<file path="config.mk">
export PLATFORM = sky130hd
export DESIGN_NAME = hazard_ctrl
export DESIGN_NICKNAME = d
export VERILOG_FILES = /design/src/rtl/hazard_ctrl.sv
export SDC_FILE = /design/constraint.sdc
export NUM_CORES = 1
export LEC_CHECK = 0
export ABC_AREA = 1
export BUFFER_PORTS_ARGS = -buffer_cell sky130_fd_sc_hd__buf_2
export CAP_MARGIN = 30
export CORE_ASPECT_RATIO = 0.7
export CORE_MARGIN = 4
export CORE_UTILIZATION = 45
export CTS_CLUSTER_DIAMETER = 120
export DETAILED_ROUTE_END_ITERATION = 7
export PLACE_DENSITY = 0.78
export SYNTH_ARGS = -nofsm -noshare
export SYNTH_HDL_FRONTEND = slang
export SYNTH_SLANG_ARGS = --single-unit
</file>
<file path="constraint.sdc">
create_clock -name clk -period 2.3 [get_ports clk]
set_input_delay 0.23 -clock clk [delete_from_list [all_inputs] [get_ports clk]]
set_output_delay 0.23 -clock clk [all_outputs]
set_load 0.01 [all_outputs]
</file>
<file path="src/rtl/hazard_ctrl.sv">
// Hazard and stall controller for the 5-stage MIPS pipeline: load-use bubbles,
// branch/jump flushes and data-memory wait freezes, with saturating statistics.
module hazard_ctrl #(
    parameter int CNT_W   = 16,
    parameter int TIMEOUT = 64
) (
    input  logic             clk,
    input  logic             rst,
    input  logic [4:0]       RsIF2ID,
    input  logic [4:0]       RtIF2ID,
    input  logic             UsesRtIF2ID,
    input  logic [4:0]       RtID2EX,
    input  logic             MemReadID2EX,
    input  logic             BranchTakenID,
    input  logic             JumpID,
    input  logic             MemReqEX2MEM,
    input  logic             MemReady,
    output logic             PCWrite,
    output logic             IF2IDWrite,
    output logic             IF2IDFlush,
    output logic             ID2EXFlush,
    output logic             PipeFreeze,
    output logic             MemTimeout,
    output logic [CNT_W-1:0] LoadUseCount,
    output logic [CNT_W-1:0] FlushCount,
    output logic [CNT_W-1:0] MemWaitCount
);

    // Wide enough to hold TIMEOUT itself, where the wait counter saturates.
    localparam int WCNT_W = $clog2(TIMEOUT + 1);
    localparam logic [WCNT_W-1:0] WCNT_ONE  = WCNT_W'(1);
    localparam logic [WCNT_W-1:0] WCNT_MAX  = WCNT_W'(TIMEOUT);
    localparam logic [WCNT_W-1:0] WCNT_LAST = WCNT_W'(TIMEOUT - 1);

    typedef enum logic {
        RUN,
        MEMWAIT
    } state_t;

    typedef enum logic [1:0] {
        SEL_NONE,
        SEL_REDIRECT,
        SEL_LOADUSE,
        SEL_MEMWAIT
    } hazard_t;

    state_t            state;
    logic [WCNT_W-1:0] wcnt;
    logic              memwait;
    logic              loaduse;
    logic              redirect;
    hazard_t           hazard;

    function automatic logic [CNT_W-1:0] sat_inc(input logic [CNT_W-1:0] v);
        return (&v) ? v : v + CNT_W'(1);
    endfunction

    always_comb begin
        memwait  = MemReqEX2MEM && !MemReady;
        loaduse  = MemReadID2EX && (RtID2EX != 5'd0) &&
                   ((RtID2EX == RsIF2ID) || (UsesRtIF2ID && (RtID2EX == RtIF2ID)));
        redirect = BranchTakenID || JumpID;
    end

    // A pending redirect is dropped under a stall: the branch stays in ID and
    // re-resolves once the stall has cleared.
    always_comb begin
        if (memwait)
            hazard = SEL_MEMWAIT;
        else if (loaduse)
            hazard = SEL_LOADUSE;
        else if (redirect)
            hazard = SEL_REDIRECT;
        else
            hazard = SEL_NONE;
    end

    always_comb begin
        // NOTE: every output gets a default before the case so no path can
        // leave one unassigned and infer a latch.
        PCWrite    = 1'b1;
        IF2IDWrite = 1'b1;
        IF2IDFlush = 1'b0;
        ID2EXFlush = 1'b0;
        PipeFreeze = 1'b0;
        if (rst) begin
            PCWrite    = 1'b0;
            IF2IDWrite = 1'b0;
            IF2IDFlush = 1'b1;
            ID2EXFlush = 1'b1;
        end else begin
            case (hazard)
                SEL_MEMWAIT: begin
                    PCWrite    = 1'b0;
                    IF2IDWrite = 1'b0;
                    PipeFreeze = 1'b1;
                end
                SEL_LOADUSE: begin
                    PCWrite    = 1'b0;
                    IF2IDWrite = 1'b0;
                    ID2EXFlush = 1'b1;
                end
                SEL_REDIRECT: IF2IDFlush = 1'b1;
                default: ;
            endcase
        end
    end

    // NOTE: all state here uses non-blocking assignments so every register
    // samples pre-edge values regardless of statement order.
    always_ff @(posedge clk) begin
        if (rst) begin
            state        <= RUN;
            wcnt         <= '0;
            MemTimeout   <= 1'b0;
            LoadUseCount <= '0;
            FlushCount   <= '0;
            MemWaitCount <= '0;
        end else begin
            case (state)
                RUN: begin
                    if (memwait) begin
                        state <= MEMWAIT;
                        wcnt  <= WCNT_ONE;
                    end
                end
                MEMWAIT: begin
                    if (!memwait) begin
                        state <= RUN;
                        wcnt  <= '0;
                    end else begin
                        if (wcnt != WCNT_MAX)
                            wcnt <= wcnt + WCNT_ONE;
                        if (wcnt == WCNT_LAST)
                            MemTimeout <= 1'b1;
                    end
                end
                default: begin
                    state <= RUN;
                    wcnt  <= '0;
                end
            endcase

            if (hazard == SEL_LOADUSE)
                LoadUseCount <= sat_inc(LoadUseCount);
            if (hazard == SEL_REDIRECT)
                FlushCount <= sat_inc(FlushCount);
            if (memwait)
                MemWaitCount <= sat_inc(MemWaitCount);
        end
    end

endmodule

</file>
==> metrics.cfg, run 1 <==
[power]
internal_power_mw = 1.581
p_sw_share_pct = 25.28
pwr-share-comb_pct = 8.7
pwr-share-seq_pct = 47.7
power.share.clock_pct = 43.7
powerDensity_nw_per_um2 = 511.3
leakage_nw = 1.789
switchingPower_mw = 0.5348
irDropWorstVdd_mv = 0.2569

[floorplanning]
initial_core_util_pct = 47.17
dieWidth_um = 113.4
io_pins = 77
core.rowCount = 26
die_y_um = 81.77
dieArea_um2 = 9271
core_area_um2 = 7417

[finish]
drive_above_1_share_pct = 25.59
final_common_cell = nand2_1
layout.nets = 613
fin_cells = 688
seq_area_um2 = 1141
area_growth_pct = 18.28
fill_cells = 700
postLayoutCellArea_um2 = 4138
mostFrequentLayoutCells = nand2_1, buf_2, nor2_1
multi_input_area_um2 = 2041
antenna_cells = 0

[placed_design]
hpwlAfterDp_um = 6476
place_congestion = 0.8525
placed_area_um2 = 3943
place_inst = 672
port_buffers = 76

[logic_synthesis]
synth_top_family_by_area = simple AND/OR/NAND/NOR gates
synthAdderAreaFrac_pct = 1.788
postSynthCellCount = 509
synth_seq_cells = 57
synthMuxAreaShare_pct = 0
synth_cell_types = 37
synth_compound_area_share_pct = 12.91
ys_seq_area_share_pct = 32.62
synth_async_sr_flop_share_pct = 0
synthFlopType = dfxtp_1
ys.warnings.count = 0
syn_area_per_cell_um2 = 6.873
synth_xor_area_share_pct = 6.259
synth-simple-area-share_pct = 37.37
synth_edf_count = 0
netlist_area_um2 = 3498
syn_nets = 537

[routing]
routedWlPerCell_um = 12.47
dr.pass1.iters = 5
via_count = 3537
drtIter0Drc = 287
route.detailed.drc = 0
wirelength_um = 8580
vias_per_cell = 5.141
postRouteAntennaNets = 0

[worst_setup_path]
cp-end-kind = register
cp-start-kind = register
reg2regPathDepth = 8
criticalPathCategory = reg -> reg
r2r_slack_ps = 370
worstPathArrival_ps = 2150
r2r-end = LoadUseCount[2]
endpoint = LoadUseCount[2]
r2r-start = LoadUseCount[1]
crit_fanout = 16
required_ps = 2520
crit_path_start = LoadUseCount[1]

[sta]
setup_viol_count_final = 0
fin_crit_sh_pct = 83.74
tightest_slew_ps = 690.6
fin_skew_ps = 11.18
finalMaxSlewViolations = 0
fmax_mhz = 519.2
fin_crit_ps = 1926
slew_headroom_pct = 53.91
fin_setup_tns_ps = 0
hold_violations = 0
rsz0062_at_grt = false

[min_path]
holdPathStages = 3
min_from = rst
hold_path_class = in -> reg

[global_routing]
antenna_found_initial = 0
grt_pass1_wl_um = 14810
grt_pass1_vias = 3304
grt_max_degree = 22
grt_usage_pct = 19.41
grt.overflow.total = 0

[cts]
post_cts_buffers = 0
cts_max_level = 3
cts_tree = yes
clkSlewWorstSetupHoldPaths_ps = 60
post_cts_resized = 0
cts_buffers = 9
clock_latency_ps = 340
hold_buffers = 0
clock_path_buffers = 2
cts.sinks = 57
clock-root-buffer = clkbuf_8

[job]
cap_violations = 0

[status]
status = finished, final reports clean

## cell families after synthesis
family / Yosys count
adder cells (fa/ha/maj): 5
buffers and inverters: 75
AND/OR/NAND/NOR: 276
XOR/XNOR: 25
flip-flops: 57
AO/OA/AOI/OAI: 71
## power by group through the flow
stage | combinational [mW] | sequential [mW] | clock [mW]
floorplan | 0.126 | 1.03 | 0
global placement | 0.180 | 1.03 | 0
detailed placement | 0.184 | 1.03 | 0
CTS | 0.185 | 1.01 | 0.942
global route | 0.209 | 1.01 | 0.991
finish | 0.184 | 1.01 | 0.924
## Yosys cell counts (5+ instances only)
master | instances | area share [%]
ha_1 | 5 | 1.8
inv_2 | 7 | 0.75
nand2_2 | 15 | 2.7
xor2_1 | 19 | 4.8
nand4_1 | 24 | 4.3
nand3_1 | 29 | 4.1
o21ai_0 | 16 | 2.3
clkbuf_1 | 8 | 0.86
xnor2_1 | 6 | 1.5
inv_1 | 52 | 5.6
a21oi_2 | 19 | 4.8
nor2_1 | 59 | 6.3
dfxtp_1 | 57 | 33
a21oi_1 | 27 | 3.9
nand2_1 | 116 | 12
nor3_1 | 16 | 2.3
## per-stage QoR
step                      utilization [%]  setup slack [ps]  hold slack (ps)  total power [mW]
final                               55.79             374.0            323.8             2.116
after global routing                55.79             212.8            332.4             2.209
after CTS                           55.79             401.2            312.1             2.135
after detailed placement            53.15             424.7            457.6             1.215
after global placement              53.15             481.1            471.4             1.209
after floorplan                         -             592.6            445.3             1.157
## cell type report
cell class	count	share of cell area, %
clock buffer	10	3.326
clock inverter	6	1.391
inverter	60	5.503
multi-input combinational	377	49.32
sequential	57	27.58
tap	98	2.963
timing repair buffer	80	9.918
## routing by layer
layer	routed length [um]	share of wire [%]	track usage (%)
met1	4129	48	26.12
met2	3769	44	30.44
met3	552	6.4	4.786
met4	128	1.5	7.083
met5	0	0	0
## sequential cells by signal, summed over array words and instances, names as in the netlist
name and cells:
FlushCount 16, MemTimeout 1, state 1, wcnt 7
MemWaitCount 16, LoadUseCount 16
## worst max-delay path: stages, from the launching register on
cell,delay [ps]
dfxtp_1,390
ha_1,240
nand2_1,130
nor3_4,280
nand3_2,150
nand4_4,270
inv_4,140
a21oi_1,150
nor2_1,60
## worst min path at each step
stage                            endpoint  slack [ps]
after detailed placement       MemTimeout         460
final                       FlushCount[1]         320
after global routing       FlushCount[15]         330
after floorplan                   wcnt[4]         450
after CTS                   FlushCount[1]         310
after global placement    MemWaitCount[3]         470
No activity file was read; power rests on OpenSTA's default activity.
==> run 2, diff against run 1 <==
Clock period 2.3 ns to 1.8 ns, I/O delays scaled along.
==> run 2 against run 1 <==
Net effect: clock-buffer cell count up 3; routed wire length up 6.7%; combinational power up 44%; cell area up 3.4%; power up 24%; fmax up 14%; sequential power up 27%; largest power group unchanged.
==> metrics.cfg, run 2 (same netlist as run 1, synthesis figures left out) <==
[status]
status = finished, final reports clean

[finish]
layout.nets = 633  ; +3.3%
final_common_cell = nand2_1
mostFrequentLayoutCells = nand2_1, buf_2, nor2_1
antenna_cells = 0  ; unchanged
utilization_pct = 57.66  ; +1.9 points
fill_cells = 681  ; -2.7%
reg_top3 = FlushCount: 16 flops, LoadUseCount: 16 flops, MemWaitCount: 16 flops
seq_area_um2 = 1144  ; +0.22%
multi_input_area_um2 = 2048  ; +0.37%
drive_above_1_share_pct = 28.69  ; +3.1 points
area_growth_pct = 22.25

[global_routing]
grt_pass1_wl_um = 15300  ; +3.3%
grt.overflow.total = 0  ; unchanged
antenna_found_initial = 0  ; unchanged
grt_pass1_vias = 3409  ; +3.2%
grt_usage_pct = 20.38  ; +0.97 points
grt_max_degree = 25  ; +14%

[floorplanning]
die_y_um = 81.77  ; unchanged
initial_core_util_pct = 47.17  ; unchanged
dieWidth_um = 113.4  ; unchanged
dieArea_um2 = 9271  ; unchanged
core.rowCount = 26  ; unchanged
core_area_um2 = 7417  ; unchanged
io_pins = 77  ; unchanged

[sta]
setup_viol_count_final = 0  ; unchanged
slew_headroom_pct = 69.54  ; +16 points
finalMaxSlewViolations = 0  ; unchanged
layout_setup_ws_ps = 117.7  ; -256.3 ps
fin_crit_ps = 1682  ; -243.7 ps
fin_skew_ps = 9.141  ; -2.042 ps
fin_crit_sh_pct = 93.46  ; +9.7 points
tightest_slew_ps = 453.4  ; -237.2 ps
fmax_mhz = 594.4  ; +14%
hold_violations = 0  ; unchanged
fin_setup_tns_ps = 0  ; unchanged

[power]
p_sw_share_pct = 26.08  ; +0.81 points
leakage_nw = 1.881  ; +5.2%
pwr-share-seq_pct = 49.0  ; +1.3 points
powerDensity_nw_per_um2 = 612.6  ; +20%
pwr-share-comb_pct = 10.1  ; +1.4 points
internal_power_mw = 1.937  ; +22%
switchingPower_mw = 0.6834  ; +28%
power.share.clock_pct = 40.9  ; -2.8 points
finalPower_mw = 2.620  ; +24%
irDropWorstVdd_mv = 0.4635  ; +80%

[placed_design]
place_congestion = 0.9140  ; +7.2%
port_buffers = 76  ; unchanged
pre_cts_slack_ps = 94.77  ; -330.0 ps
hpwlAfterDp_um = 6949  ; +7.3%

[cts]
cts_tree = yes
hold_buffers = 0  ; unchanged
cts_buffers = 9  ; unchanged
clock_latency_ps = 340  ; about the same
cts.sinks = 57  ; unchanged
clock_path_buffers = 2  ; unchanged
clock-root-buffer = clkbuf_8
clkSlewWorstSetupHoldPaths_ps = 60  ; about the same
cts_max_level = 3  ; unchanged

[worst_setup_path]
required_ps = 2070  ; -450 ps
worstPathArrival_ps = 1950  ; -200 ps
cp_slowest_cell = dfxtp_1
critPathTopFamily = simple AND/OR/NAND/NOR gates
criticalPathCategory = reg -> reg
cp-end-kind = register
crit_fanout = 8  ; -8
worstPathCellList = ha_1, nand2_1, nor3_4, nand3_2, nand4_4, buf_4, nand2_2, a21oi_2
cp_num_buf_inv = 1  ; unchanged
cp-start-kind = register
max_stage_delay_ps = 330  ; -60 ps

[routing]
postRouteAntennaNets = 0  ; unchanged
routedWlPerCell_um = 12.93  ; +3.7%
via_count = 3641  ; +2.9%
vias_per_cell = 5.143  ; about the same
route.detailed.drc = 0  ; unchanged
wirelength_um = 9156  ; +6.7%
drtIter0Drc = 230  ; -20%
dr.pass1.iters = 4  ; -1

[min_path]
hold_path_class = in -> reg

[job]
cap_violations = 0  ; unchanged

run 2: what timing repair did:
item	4_1_cts	5_1_grt
resized for setup	0	6
setup buffers	0	0
setup endpoints to repair	0	10
run 2: per-layer routing:
| layer | global-route usage, % | vias to the layer above | wire length, um |
|---|---|---|---|
| met3 | 5.155 | 12 | 607 |
| met4 | 6.963 | 0 | 121 |
| met2 | 33.27 | 129 | 4066 |
| met5 | 0 | - | 0 |
| li1 | - | 1855 | - |
| met1 | 26.51 | 1645 | 4361 |
run 2: worst paths after layout:
kind	from	to	slack [ps]	cells past startpoint
worst max-delay path	LoadUseCount[0]	LoadUseCount[10]	120	8
worst min-delay path	MemReady	state	280	4
worst max register to register	LoadUseCount[0]	LoadUseCount[10]	120	8
worst min register to register	MemWaitCount[1]	MemWaitCount[1]	490	2
run 2: cell type report:
type                    count  area share [%]
clock inverters             3          0.3511
flip-flops and latches     57           26.74
inverters                  60           5.325
clock buffers              13           3.716
repair buffers            100           13.11
multi-input cells         377           47.89
well taps                  98           2.867
run 2: per-stage QoR:
stage,hold WS (ps),cell area [um^2],cells
CTS,262.4,4267,708
floorplan,395.3,3498,509
finish,282.6,4277,708
global route,310.0,4277,708
detailed placement,486.0,4093,692
global placement,472.3,4093,692
run 2: worst register-to-register path: cells and delay by family, from the launching register on:
| family | cells | cell delay, ps |
|---|---|---|
| simple gates | 5 | 750 |
| flops | 1 | 330 |
| fa+ha+maj | 1 | 210 |
| buf+inv | 1 | 190 |
| compound gates | 1 | 120 |
run 2: power groups by stage:
| stage | Sequential, mW | Combinational (mW) | Clock, mW |
|---|---|---|---|
| 2_1_floorplan | 1.32 | 0.161 | 0 |
| 3_3_place_gp | 1.31 | 0.252 | 0 |
| 3_5_place_dp | 1.31 | 0.261 | 0 |
| 4_1_cts | 1.28 | 0.263 | 1.10 |
| 5_1_grt | 1.28 | 0.293 | 1.16 |
| 6_report | 1.28 | 0.265 | 1.07 |
==> run 3, diff against run 2 <==
Settings changed: CORE_MARGIN 4 to 2.
==> run 3 against run 2 <==
Net effect: worst hold slack improved by 41 ps; clock skew fell by 0.81 ps; core utilization fell by 0.51 points; via count fell by 1.9%; register-to-register slack barely moved; critical path depth did not move; first-iteration DRC count rose by 3.0%; global-route usage rose by 2.1 points; setup slack improved by 13 ps; flip-flop and latch count did not move; power fell by 0.50%; non-clock buffer count fell by 5; critical path type unchanged; critical endpoint unchanged; largest power group unchanged.
==> metrics.cfg, run 3 (same netlist as run 1, synthesis figures left out) <==
[placed_design]
place_congestion = 0.9464  ; +3.5%
hpwlAfterDp_um = 6738  ; -3.0%
port_buffers = 76  ; unchanged

[min_path]
hold_path_class = in -> reg
holdPathStages = 4  ; unchanged

[worst_setup_path]
r2r_slack_ps = 130  ; about the same
cp-start-kind = register
crit_fanout = 7  ; -1
reg2regPathDepth = 8  ; unchanged
required_ps = 2070  ; about the same
criticalPathCategory = reg -> reg
worstPathArrival_ps = 1940  ; about the same
cp-end-kind = register

[sta]
hold_violations = 0  ; unchanged
fin_skew_ps = 8.331  ; -0.8109 ps
setup_viol_count_final = 0  ; unchanged
tightest_slew_ps = 531.8  ; +78.40 ps
fmax_mhz = 599.1  ; +0.78%
rsz0062_at_grt = false
fin_setup_tns_ps = 0  ; unchanged
holdWs_ps = 323.4  ; +40.85 ps
finalMaxSlewViolations = 0  ; unchanged
fin_crit_ps = 1669  ; -13.01 ps
slew_headroom_pct = 64.55  ; -5.0 points
fin_crit_sh_pct = 92.74  ; -0.72 points

[power]
powerDensity_nw_per_um2 = 615.0  ; +0.38%
internal_power_mw = 1.930  ; -0.33%
irDropWorstVdd_mv = 0.3222  ; -30%
leakage_nw = 1.856  ; -1.3%
power.share.clock_pct = 41.1  ; +0.2 points
p_sw_share_pct = 25.96  ; -0.13 points
pwr-share-seq_pct = 49.2  ; +0.2 points
switchingPower_mw = 0.6767  ; -0.98%
pwr-share-comb_pct = 9.7  ; -0.4 points

[global_routing]
grt_pass1_vias = 3310  ; -2.9%
grt_pass1_wl_um = 15060  ; -1.6%
grt_usage_pct = 22.44  ; +2.1 points
antenna_found_initial = 0  ; unchanged
grt_max_degree = 38  ; +52%
grt.overflow.total = 0  ; unchanged

[cts]
post_cts_resized = 0  ; unchanged
post_cts_buffers = 0  ; unchanged
clock_latency_ps = 340  ; about the same
clock-root-buffer = clkbuf_8
cts_buffers = 9  ; unchanged
clock_path_buffers = 2  ; unchanged
clkSlewWorstSetupHoldPaths_ps = 60  ; about the same
cts_max_level = 3  ; unchanged
hold_buffers = 0  ; unchanged
cts.sinks = 57  ; unchanged
cts_tree = yes

[routing]
via_count = 3573  ; -1.9%
dr.pass1.iters = 4  ; unchanged
wirelength_um = 8928  ; -2.5%
postRouteAntennaNets = 0  ; unchanged
routedWlPerCell_um = 12.70  ; -1.8%
route.detailed.drc = 0  ; unchanged
vias_per_cell = 5.083  ; -1.2%
drtIter0Drc = 237  ; +3.0%

[finish]
final_common_cell = nand2_1
area_growth_pct = 21.17
layout.nets = 628  ; -0.79%
reg_top3 = FlushCount: 16 flops, LoadUseCount: 16 flops, MemWaitCount: 16 flops
fill_cells = 708  ; +4.0%
drive_above_1_share_pct = 27.77  ; -0.92 points
mostFrequentLayoutCells = nand2_1, buf_2, nor2_1
antenna_cells = 0  ; unchanged

[floorplanning]
dieWidth_um = 109.4  ; -3.5%
dieArea_um2 = 8507  ; -8.2%
initial_core_util_pct = 47.17  ; unchanged
core_area_um2 = 7417  ; unchanged
die_y_um = 77.77  ; -4.9%
core.rowCount = 26  ; unchanged
io_pins = 77  ; unchanged

[job]
cap_violations = 0  ; unchanged

[status]
status = finished, final reports clean

## run 3: power groups by stage
stage          registers (mW)  logic, mW  clock network (mW)
4_1_cts                  1.28      0.251                1.10
5_1_grt                  1.28      0.285                1.15
3_3_place_gp             1.31      0.245                   0
6_report                 1.28      0.253                1.07
2_1_floorplan            1.32      0.161                   0
3_5_place_dp             1.31      0.250                   0
## run 3: final timing paths
check | from | to
max | LoadUseCount[1] | LoadUseCount[10]
min | MemReady | state
min reg2reg | MemTimeout | MemTimeout
max reg2reg | LoadUseCount[1] | LoadUseCount[10]
## run 3: cell type report
cell class	count	area, um^2	share of cell area (%)
Sequential cell	57	1141	26.92
Clock buffer	13	158.9	3.749
Multi-Input combinational cell	377	2051	48.38
Timing Repair Buffer	95	523.0	12.34
Clock inverter	3	15.01	0.3542
Tap cell	98	122.6	2.893
Inverter	60	227.7	5.372
## run 3: through the flow
| stage | power (mW) | instances | area [um^2] | utilization, % | setup slack, ps |
|---|---|---|---|---|---|
| after floorplan | 1.478 | 509 | 3498 | - | 92.55 |
| after CTS | 2.635 | 703 | 4229 | 57.02 | 84.45 |
| final | 2.607 | 703 | 4239 | 57.15 | 130.7 |
| after detailed placement | 1.562 | 687 | 4055 | 54.67 | 103.0 |
| after global routing | 2.722 | 703 | 4239 | 57.15 | 9.387 |
| after global placement | 1.555 | 687 | 4055 | 54.67 | 143.8 |
## run 3: layer usage
| layer | global-route usage (%) | part of all wire [%] |
|---|---|---|
| met4 | 7.975 | 1.2 |
| met5 | 0 | 0 |
| met3 | 6.303 | 6.8 |
| met1 | 30.48 | 48 |
| met2 | 33.83 | 44 |
## run 3: worst max-delay path, stage by stage (launching register included)
cell     delay [ps]
dfxtp_1         340
ha_1            210
nand2_1         130
nor3_4          210
nand3_2         130
nand4_4         190
buf_4           200
nand2_2          60
a21oi_2         140
